$ cat src/rtl/store_buffer_dmem_pkg.sv
// -----------------------------------------------------------------------------
// store_buffer_dmem_pkg
// Shared defaults and the store-buffer entry type used by store_buffer_dmem
// and its FIFO sub-module sb_fifo.
//
// The entry struct is sized for the largest supported configuration
// (data up to SB_DATA_MAX_W bits, word index up to SB_IDX_MAX_W bits).
// Narrower instances zero-extend into it and use only the low bits.
// -----------------------------------------------------------------------------
package store_buffer_dmem_pkg;

    localparam int SB_DEPTH_DEFAULT     = 4;
    localparam int SB_MEM_WORDS_DEFAULT = 64;
    localparam int SB_DATA_MAX_W        = 64;
    localparam int SB_IDX_MAX_W         = 16;

    typedef struct packed {
        logic [SB_IDX_MAX_W-1:0]  idx;   // data-memory word index
        logic [SB_DATA_MAX_W-1:0] data;  // store data
    } sb_entry_t;

endpackage

$ cat src/rtl/sb_fifo.sv
// -----------------------------------------------------------------------------
// sb_fifo
// Circular store-buffer FIFO with an associative lookup port that returns the
// youngest entry whose word index matches lookup_idx.
//
// Ports:
//   clk         in   rising-edge clock
//   reset       in   asynchronous active-high reset (clears pointers/count)
//   push        in   append push_entry at tail
//   push_entry  in   entry to append
//   pop         in   remove head entry (caller guarantees count > 0)
//   head        out  oldest entry
//   count       out  number of valid entries, 0..DEPTH
//   lookup_idx  in   word index to search for
//   hit         out  some valid entry matches lookup_idx
//   hit_entry   out  youngest matching entry (zero when no hit)
// -----------------------------------------------------------------------------
module sb_fifo
    import store_buffer_dmem_pkg::*;
#(
    parameter int DEPTH = SB_DEPTH_DEFAULT,
    localparam int PTR_W = $clog2(DEPTH),
    localparam int CNT_W = PTR_W + 1
) (
    input  logic                    clk,
    input  logic                    reset,
    input  logic                    push,
    input  sb_entry_t               push_entry,
    input  logic                    pop,
    output sb_entry_t               head,
    output logic [CNT_W-1:0]        count,
    input  logic [SB_IDX_MAX_W-1:0] lookup_idx,
    output logic                    hit,
    output sb_entry_t               hit_entry
);

    sb_entry_t        entries [DEPTH];
    logic [PTR_W-1:0] head_ptr;
    logic [PTR_W-1:0] tail_ptr;

    // Control state: pointers wrap naturally because DEPTH is a power of two.
    always_ff @(posedge clk or posedge reset) begin
        if (reset) begin
            head_ptr <= '0;
            tail_ptr <= '0;
            count    <= '0;
        end else begin
            if (push) tail_ptr <= tail_ptr + 1'b1;
            if (pop)  head_ptr <= head_ptr + 1'b1;
            case ({push, pop})
                2'b10:   count <= count + 1'b1;
                2'b01:   count <= count - 1'b1;
                default: count <= count;
            endcase
        end
    end

    // Entry storage carries no reset; validity is defined by head/count.
    always_ff @(posedge clk) begin
        if (push) entries[tail_ptr] <= push_entry;
    end

    assign head = entries[head_ptr];

    // Walk entries oldest to youngest so the last match found is the youngest.
    always_comb begin
        logic [PTR_W-1:0] slot;
        hit       = 1'b0;
        hit_entry = '0;
        slot      = '0;
        for (int i = 0; i < DEPTH; i++) begin
            slot = head_ptr + PTR_W'(i);
            if ((CNT_W'(i) < count) && (entries[slot].idx == lookup_idx)) begin
                hit       = 1'b1;
                hit_entry = entries[slot];
            end
        end
    end

endmodule

$ cat src/rtl/store_buffer_dmem.sv
// -----------------------------------------------------------------------------
// store_buffer_dmem
// Data memory fronted by a small store buffer. Stores are queued and drained
// to the RAM on cycles where no load uses the RAM port; loads complete in the
// same cycle, forwarding from the youngest matching buffered store.
//
// Ports:
//   clk             in   rising-edge clock
//   reset           in   asynchronous active-high reset (discards pending stores)
//   DM_addr         in   byte address (must be 8-byte aligned)
//   DM_writeData    in   store data
//   DM_writeEnable  in   store request
//   DM_readEnable   in   load request
//   DM_readData     out  load data, combinational; 0 when no aligned load
//   stall           out  store not accepted this cycle
//   misalign        out  DM_addr[2:0] nonzero while a request is asserted
//   sb_empty        out  no pending stores
// -----------------------------------------------------------------------------
module store_buffer_dmem
    import store_buffer_dmem_pkg::*;
#(
    parameter int N         = 64,
    parameter int DEPTH     = SB_DEPTH_DEFAULT,
    parameter int MEM_WORDS = SB_MEM_WORDS_DEFAULT
) (
    input  logic         clk,
    input  logic         reset,
    input  logic [N-1:0] DM_addr,
    input  logic [N-1:0] DM_writeData,
    input  logic         DM_writeEnable,
    input  logic         DM_readEnable,
    output logic [N-1:0] DM_readData,
    output logic         stall,
    output logic         misalign,
    output logic         sb_empty
);

    localparam int IDX_W = $clog2(MEM_WORDS);
    localparam int CNT_W = $clog2(DEPTH) + 1;

    logic [N-1:0]     mem [MEM_WORDS];
    logic [IDX_W-1:0] word_idx;
    logic             store_ok;
    logic             load_ok;
    logic             full;
    logic             drain;
    logic             push;
    sb_entry_t        push_entry;
    sb_entry_t        head;
    sb_entry_t        hit_entry;
    logic             hit;
    logic [CNT_W-1:0] count;
    logic             unused_bits;

    // Upper address bits are dropped, so addresses wrap modulo MEM_WORDS*8.
    assign word_idx = DM_addr[IDX_W+2:3];

    assign misalign = (DM_writeEnable | DM_readEnable) & (DM_addr[2:0] != 3'b000);
    assign store_ok = DM_writeEnable & ~misalign;
    assign load_ok  = DM_readEnable & ~misalign;

    assign full     = (count == CNT_W'(DEPTH));
    assign sb_empty = (count == '0);

    // A load owns the RAM port, so the buffer drains only on load-free cycles.
    assign drain = ~sb_empty & ~DM_readEnable;

    // When full and no load is present the head drains on the same edge,
    // which frees the slot the new store needs.
    assign stall = store_ok & full & DM_readEnable;
    assign push  = store_ok & ~stall;

    always_comb begin
        push_entry      = '0;
        push_entry.idx  = SB_IDX_MAX_W'(word_idx);
        push_entry.data = SB_DATA_MAX_W'(DM_writeData);
    end

    sb_fifo #(
        .DEPTH (DEPTH)
    ) u_fifo (
        .clk        (clk),
        .reset      (reset),
        .push       (push),
        .push_entry (push_entry),
        .pop        (drain),
        .head       (head),
        .count      (count),
        .lookup_idx (SB_IDX_MAX_W'(word_idx)),
        .hit        (hit),
        .hit_entry  (hit_entry)
    );

    // Memory is deliberately not reset; words drained before a reset persist.
    always_ff @(posedge clk) begin
        if (drain) mem[head.idx[IDX_W-1:0]] <= head.data[N-1:0];
    end

    // Zero-latency load. A store in the same cycle has not been pushed yet,
    // so the load naturally observes pre-store data.
    always_comb begin
        DM_readData = '0;
        if (load_ok) begin
            DM_readData = hit ? hit_entry.data[N-1:0] : mem[word_idx];
        end
    end

    assign unused_bits = ^{DM_addr, head, hit_entry};

endmodule

$ cat config.mk
export PLATFORM = sky130hd
export DESIGN_NAME = store_buffer_dmem
export DESIGN_NICKNAME = d
export VERILOG_FILES = /design/src/rtl/store_buffer_dmem_pkg.sv /design/src/rtl/sb_fifo.sv /design/src/rtl/store_buffer_dmem.sv
export SDC_FILE = /design/constraint.sdc
export NUM_CORES = 2
export LEC_CHECK = 0
export CORE_MARGIN = 5
export CORE_UTILIZATION = 42
export CTS_BUF_LIST = sky130_fd_sc_hd__clkbuf_16
export DETAILED_ROUTE_END_ITERATION = 8
export PLACE_DENSITY = 0.66
export SETUP_SLACK_MARGIN = 0.4
export SKIP_CTS_REPAIR_TIMING = 1
export SLEW_MARGIN = 30
export SYNTH_ARGS = -nofsm -noshare
export SYNTH_HDL_FRONTEND = slang
export SYNTH_MEMORY_MAX_BITS = 65536
export SYNTH_SLANG_ARGS = --single-unit
$ cat constraint.sdc
create_clock -name clk -period 6.1 [get_ports clk]
set_input_delay 1.22 -clock clk [delete_from_list [all_inputs] [get_ports clk]]
set_output_delay 1.22 -clock clk [all_outputs]
set_load 0.03 [all_outputs]
After elaboration in Yosys (flattened, before gate mapping)
Memory sizes are Yosys's and may differ from the RTL's.
Cells that the tools add are included.
- memories kept: 2
- register bits: 7
- input port bits: 132
- word-level logic and storage cells: 56
- RAM bits: 4376
- memories (memory ; words ; width ; read ports ; clocked after memory_dff ; wr ports ; RTL line ; source):
    mem ; 64 ; 64 ; 1 ; 0 ; 1 ; store_buffer_dmem.sv:41 ; logic [N-1:0] mem [MEM_WORDS];
    u_fifo.entries ; 4 ; 70 ; 4 ; 0 ; 1 ; sb_fifo.sv:37 ; sb_entry_t entries [DEPTH];
- reduce and logical (&&, ||, !) cells: 7
- bitwise operators: 12
- mux-type cells: 15
- magnitude comparators: 4
- add/sub/neg operators: 6
- equality and inequality tests: 7
- operators with widths (operator ; number):
    64-bit two-way mux ; 6
    16-bit by 6-bit equality test with 1-bit output ; 4
    1-bit two-way mux ; 8
    1-bit AND ; 7
    1-bit by 3-bit less-than comparator with 1-bit output (first input constant) ; 2
    2-bit by 3-bit less-than comparator with 1-bit output (first input constant) ; 2
    3-bit one-hot mux with 2 select lines ; 1
    2-bit by 1-bit adder with 2-bit output (second input constant) ; 2
    2-bit adder (second input constant) ; 2
    1-bit logical AND ; 4
    1-bit inverter ; 4
    3-bit by 1-bit adder with 3-bit output (second input constant) ; 1
    3-bit equality test (second input constant) ; 1
    3-bit logical NOT ; 1
    3-bit nonzero test ; 1
    3-bit by 1-bit subtractor with 3-bit output (second input constant) ; 1
    2-bit by 1-bit equality test with 1-bit output (second input constant) ; 1
    2-bit equality test (second input constant) ; 1
    2-bit nonzero test ; 1
    1-bit OR ; 1

Longest topological paths before layout
- depth in word-level cells: 10
- mapped depth: 14

Cells and area by module
Synthesis repeated with hierarchy kept, for this count alone.
- cell total of the unflattened synthesis: 8343
- area, all modules: 176416.7 µm²
- modules (own cells, without submodules) (module ; cells an instance ; area each (µm²) ; instances ; sequential area each (µm²)):
    store_buffer_dmem ; 6619 ; 155967.1 ; 1 ; 122998.0
    sb_fifo ; 1724 ; 20449.6 ; 1 ; 9784.4

Worst setup path after synthesis
No wires, ideal clock.
- path kind: register -> output
- start point: register u_fifo.head_ptr[1]
- end point: output port DM_readData[21]
- arrival time: 4.486 ns
- path buffers: 5
- cell stages (with the launch flop): 11
- path slack: 0.394 ns
- path through: dfrtp_1 buf_6 buf_6 buf_2 buf_2 buf_2 mux2i_1 a21oi_1 nand3b_1 o2111ai_1 a221oi_1
- RTL lines (item ; RTL line ; source):
    start: declaration ; sb_fifo.sv:38 ; logic [PTR_W-1:0] head_ptr;
    start signal: assignment ; sb_fifo.sv:49 ; if (pop) head_ptr <= head_ptr + 1'b1;
    end: declaration ; store_buffer_dmem.sv:32 ; output logic [N-1:0] DM_readData,

Worst setup path after layout
- start point: input port DM_addr[5]
- end point: output port DM_readData[56]
- longest elaborated chain between the ends: 8
- elaborated cells on any way between the ends: 19
- classes of those cells: eq/ne: 4; mux: 10; reduce/logical: 4; memory: 1
- RTL lines (item ; RTL line ; source):
    start: declaration ; store_buffer_dmem.sv:28 ; input logic [N-1:0] DM_addr,
    16-bit by 6-bit equality test with 1-bit output ; sb_fifo.sv:73 ; if ((CNT_W'(i) < count) && (entries[slot].idx == lookup_idx)) begin
    1-bit logical AND ; sb_fifo.sv:73 ;
    64-bit two-way mux / 1-bit two-way mux (equally long branches) (4 in series) ; sb_fifo.sv:73 ;
    64-bit two-way mux * ; store_buffer_dmem.sv:104 ; DM_readData = hit ? hit_entry.data[N-1:0] : mem[word_idx];
    64-bit two-way mux * ; store_buffer_dmem.sv:103 ; if (load_ok) begin
Mark *: on every way between the ends. The rest lies on a longest branch, timed or not.

==> flow_summary.json <==
{
  "fmax_mhz": 172,
  "crit_path_end_kind": "output pin",
  "port_buffers": 143,
  "grt_start_max_net_pins": 189,
  "irDropWorstVdd_mv": 0.347,
  "cts_num_sinks": 4383,
  "grt_first_pass_wirelength_mm": 766,
  "start_util_pct": 42.1,
  "dr.first_iter.drc_count": 15700,
  "fin_skew_ns": 0.0713,
  "grt_pass1_vias": 98200,
  "cts_tree": "yes",
  "die_area_sq_mm": 0.430,
  "setup_viol": 0,
  "fin_area_sq_mm": 0.204,
  "synth_top_area_share_pct": 74.9,
  "synth_area_leader_cell": "edfxtp_1",
  "worstMarginPinSlew_ns": 1.05,
  "postLayoutCoreUtil_pct": 49.0,
  "dp_cells": 14700,
  "drt_first_pass_iters": 6,
  "async_flop_share_pct": 0.160,
  "worstSetupStartpointType": "input pin",
  "reg2reg_slack_ns": 2.06,
  "rsz0062_at_grt": "yes",
  "syn-cell-area_sq_mm": 0.175,
  "synth_cells": 9121,
  "hold_class": "input pin to async pin",
  "arrival_ns": 4.59,
  "ios": 199,
  "ys.flop_type": "edfxtp_1",
  "ant_nets": 0,
  "overflow": 0,
  "layout_commonest_cell": "edfxtp_1",
  "drc": 0,
  "synth_nets": 9262,
  "synth-edff-count": 4376,
  "synth.avg_cell_area_sq_um": 19.2,
  "power_density_mw_per_mm2": 389,
  "worst_slack_ns": 0.288,
  "root_buffer": "clkbuf_16",
  "numCtsBuffers": 409,
  "synth_area_leaders": "edfxtp_1, mux4_2, mux2i_1",
  "slew_viol_final": 0,
  "die_h_microns": 656,
  "clk_pin_slew_ns": 0.06,
  "clockBufferDepth": 4,
  "routed-via-count": 101000,
  "vias_per_cell": 6.48,
  "min_period_over_period_pct": 95.3,
  "yosysSeqAreaShare_pct": 75.0,
  "ys_seq_elements": 4383,
  "layout.area.seq_sq_mm": 0.132,
  "required_ns": 4.88,
  "path_max_fanout": 56,
  "dp_hpwl_mm": 300,
  "slew_headroom_pct": 30.1,
  "place_area_sq_mm": 0.190,
  "path_class": "input pin to output pin",
  "ys_warn_count": 0,
  "synth_cell_types": 67,
  "htree_levels": 5,
  "finalWirelength_mm": 556,
  "antenna_found_initial": 33,
  "fill_cells": 33200,
  "gp_congestion": 0.832,
  "hold_viol": 0,
  "finalCriticalPeriod_ns": 5.81,
  "maxCapViolations": 0,
  "grt_use_total_pct": 25.0,
  "rows": 237,
  "final_cell_count_no_fill": 15500,
  "power_leakage_nw": 66.0,
  "clk_latency_ns": 1.00,
  "drive_gt1_share_pct": 22.2,
  "final_cell_mix": "edfxtp_1, mux2i_1, mux4_2",
  "multiInputGateArea_sq_mm": 0.0423,
  "wl_per_cell_microns": 35.8,
  "outcome": "complete, no violations",
  "coreArea_sq_mm": 0.416,
  "die_w_microns": 656,
  "areaGrowthSynthToFinish_pct": 16.3,
  "place_ws_ns": 0.0551,
  "nNetsFinal": 9826
}
==> layer usage <==
layer | vias up | GRT usage (%) | wire [microns]
met5 | - | 0 | 327
met4 | 6 | 9.58 | 24300
met2 | 7361 | 39.1 | 257000
met3 | 1287 | 7.20 | 75300
li1 | 39300 | - | -
met1 | 52800 | 33.2 | 199000
==> area by class of cell <==
type	count	share of cell area [%]
sequential	4383	64.5
multi-input combinational	4100	20.7
clock buffer	414	5.08
timing repair buffer	780	4.59
tap	5497	3.37
clock inverter	341	1.63
inverter	11	0.0337
antenna	21	0.0258
==> cells in the mapped netlist, drive strengths merged (7+ instances only) <==
| library cell | instances |
|---|---|
| dfrtp | 7 |
| o31ai | 22 |
| o211ai | 60 |
| clkbuf | 293 |
| nand3 | 94 |
| nor3 | 107 |
| a211oi | 98 |
| nor2b | 45 |
| o32a | 10 |
| xnor2 | 28 |
| or3 | 41 |
| nand3b | 16 |
| o22ai | 28 |
| a22oi | 83 |
| o21ai | 348 |
| inv | 10 |
| nor2 | 227 |
| and2 | 7 |
| mux2 | 69 |
| a211o | 43 |
| edfxtp | 4376 |
| a221o | 114 |
| mux2i | 1098 |
| buf | 334 |
| mux4 | 622 |
| a21oi | 207 |
| nand2b | 17 |
| o2111ai | 17 |
| nand2 | 153 |
| a31oi | 83 |
| ha | 9 |
| o221ai | 7 |
| a221oi | 367 |
| a22o | 34 |
| o32ai | 7 |
==> flip-flops by register name, summed over array words and instances, names as in the netlist <==
register,cells
mem,4096
u_fifo.count,3
u_fifo.entries,280
u_fifo.head_ptr,2
u_fifo.tail_ptr,2
==> power breakdown <==
part	switching [mW]	internal (mW)	total [mW]	leakage [nW]
combinational	10.5	3.83	14.3	19.7
clock	11.3	14.7	26.0	6.92
sequential	0.253	38.8	39.0	39.4
total	22.0	57.3	79.3	66.0
==> worst paths after layout <==
check,start,to,depth (start not counted)
min in group clk,u_fifo.count[1],u_fifo.count[1],2
max in group asynchronous,reset,u_fifo.head_ptr[0],2
setup reg to reg,u_fifo.head_ptr[1],mem[18][0],9
hold reg to reg,u_fifo.count[1],u_fifo.count[1],2
hold / removal,reset,u_fifo.tail_ptr[0],2
setup / recovery,DM_addr[5],DM_readData[56],11
==> worst max-delay path: stages <==
cell	delay, ns
buf_8	0.26
nor2b_4	0.45
buf_12	0.40
a221oi_1	0.17
nor3_1	0.28
a211oi_1	0.09
o211ai_1	0.64
nand2_1	0.37
o211ai_1	0.21
a21oi_1	0.14
buf_4	0.19
==> kinds of logic (layout without fill, tap and decap cells) <==
group,Yosys count,after routing,synth area share (%)
adder cells (fa/ha/maj),9,9,0.0642
XOR/XNOR,33,33,0.165
multiplexers,1789,1789,14.7
other,0,21,0
flip-flops,4383,4383,75.0
AO/OA/AOI/OAI,1542,1542,6.31
AND/OR/NAND/NOR,727,727,1.95
buffers and inverters,638,1546,1.74
==> per-stage QoR <==
| step | setup TNS, ns | hold slack, ns | power [mW] |
|---|---|---|---|
| after global placement | 0 | 0.550 | 52.5 |
| after CTS | -0.355 | 0.459 | 78.9 |
| after global routing | 0 | 0.519 | 81.5 |
| after floorplan | 0 | 0.514 | 47.5 |
| after detailed placement | 0 | 0.573 | 53.3 |
| final | 0 | 0.505 | 79.3 |
Note: power is estimated with default switching activity, not from simulation.
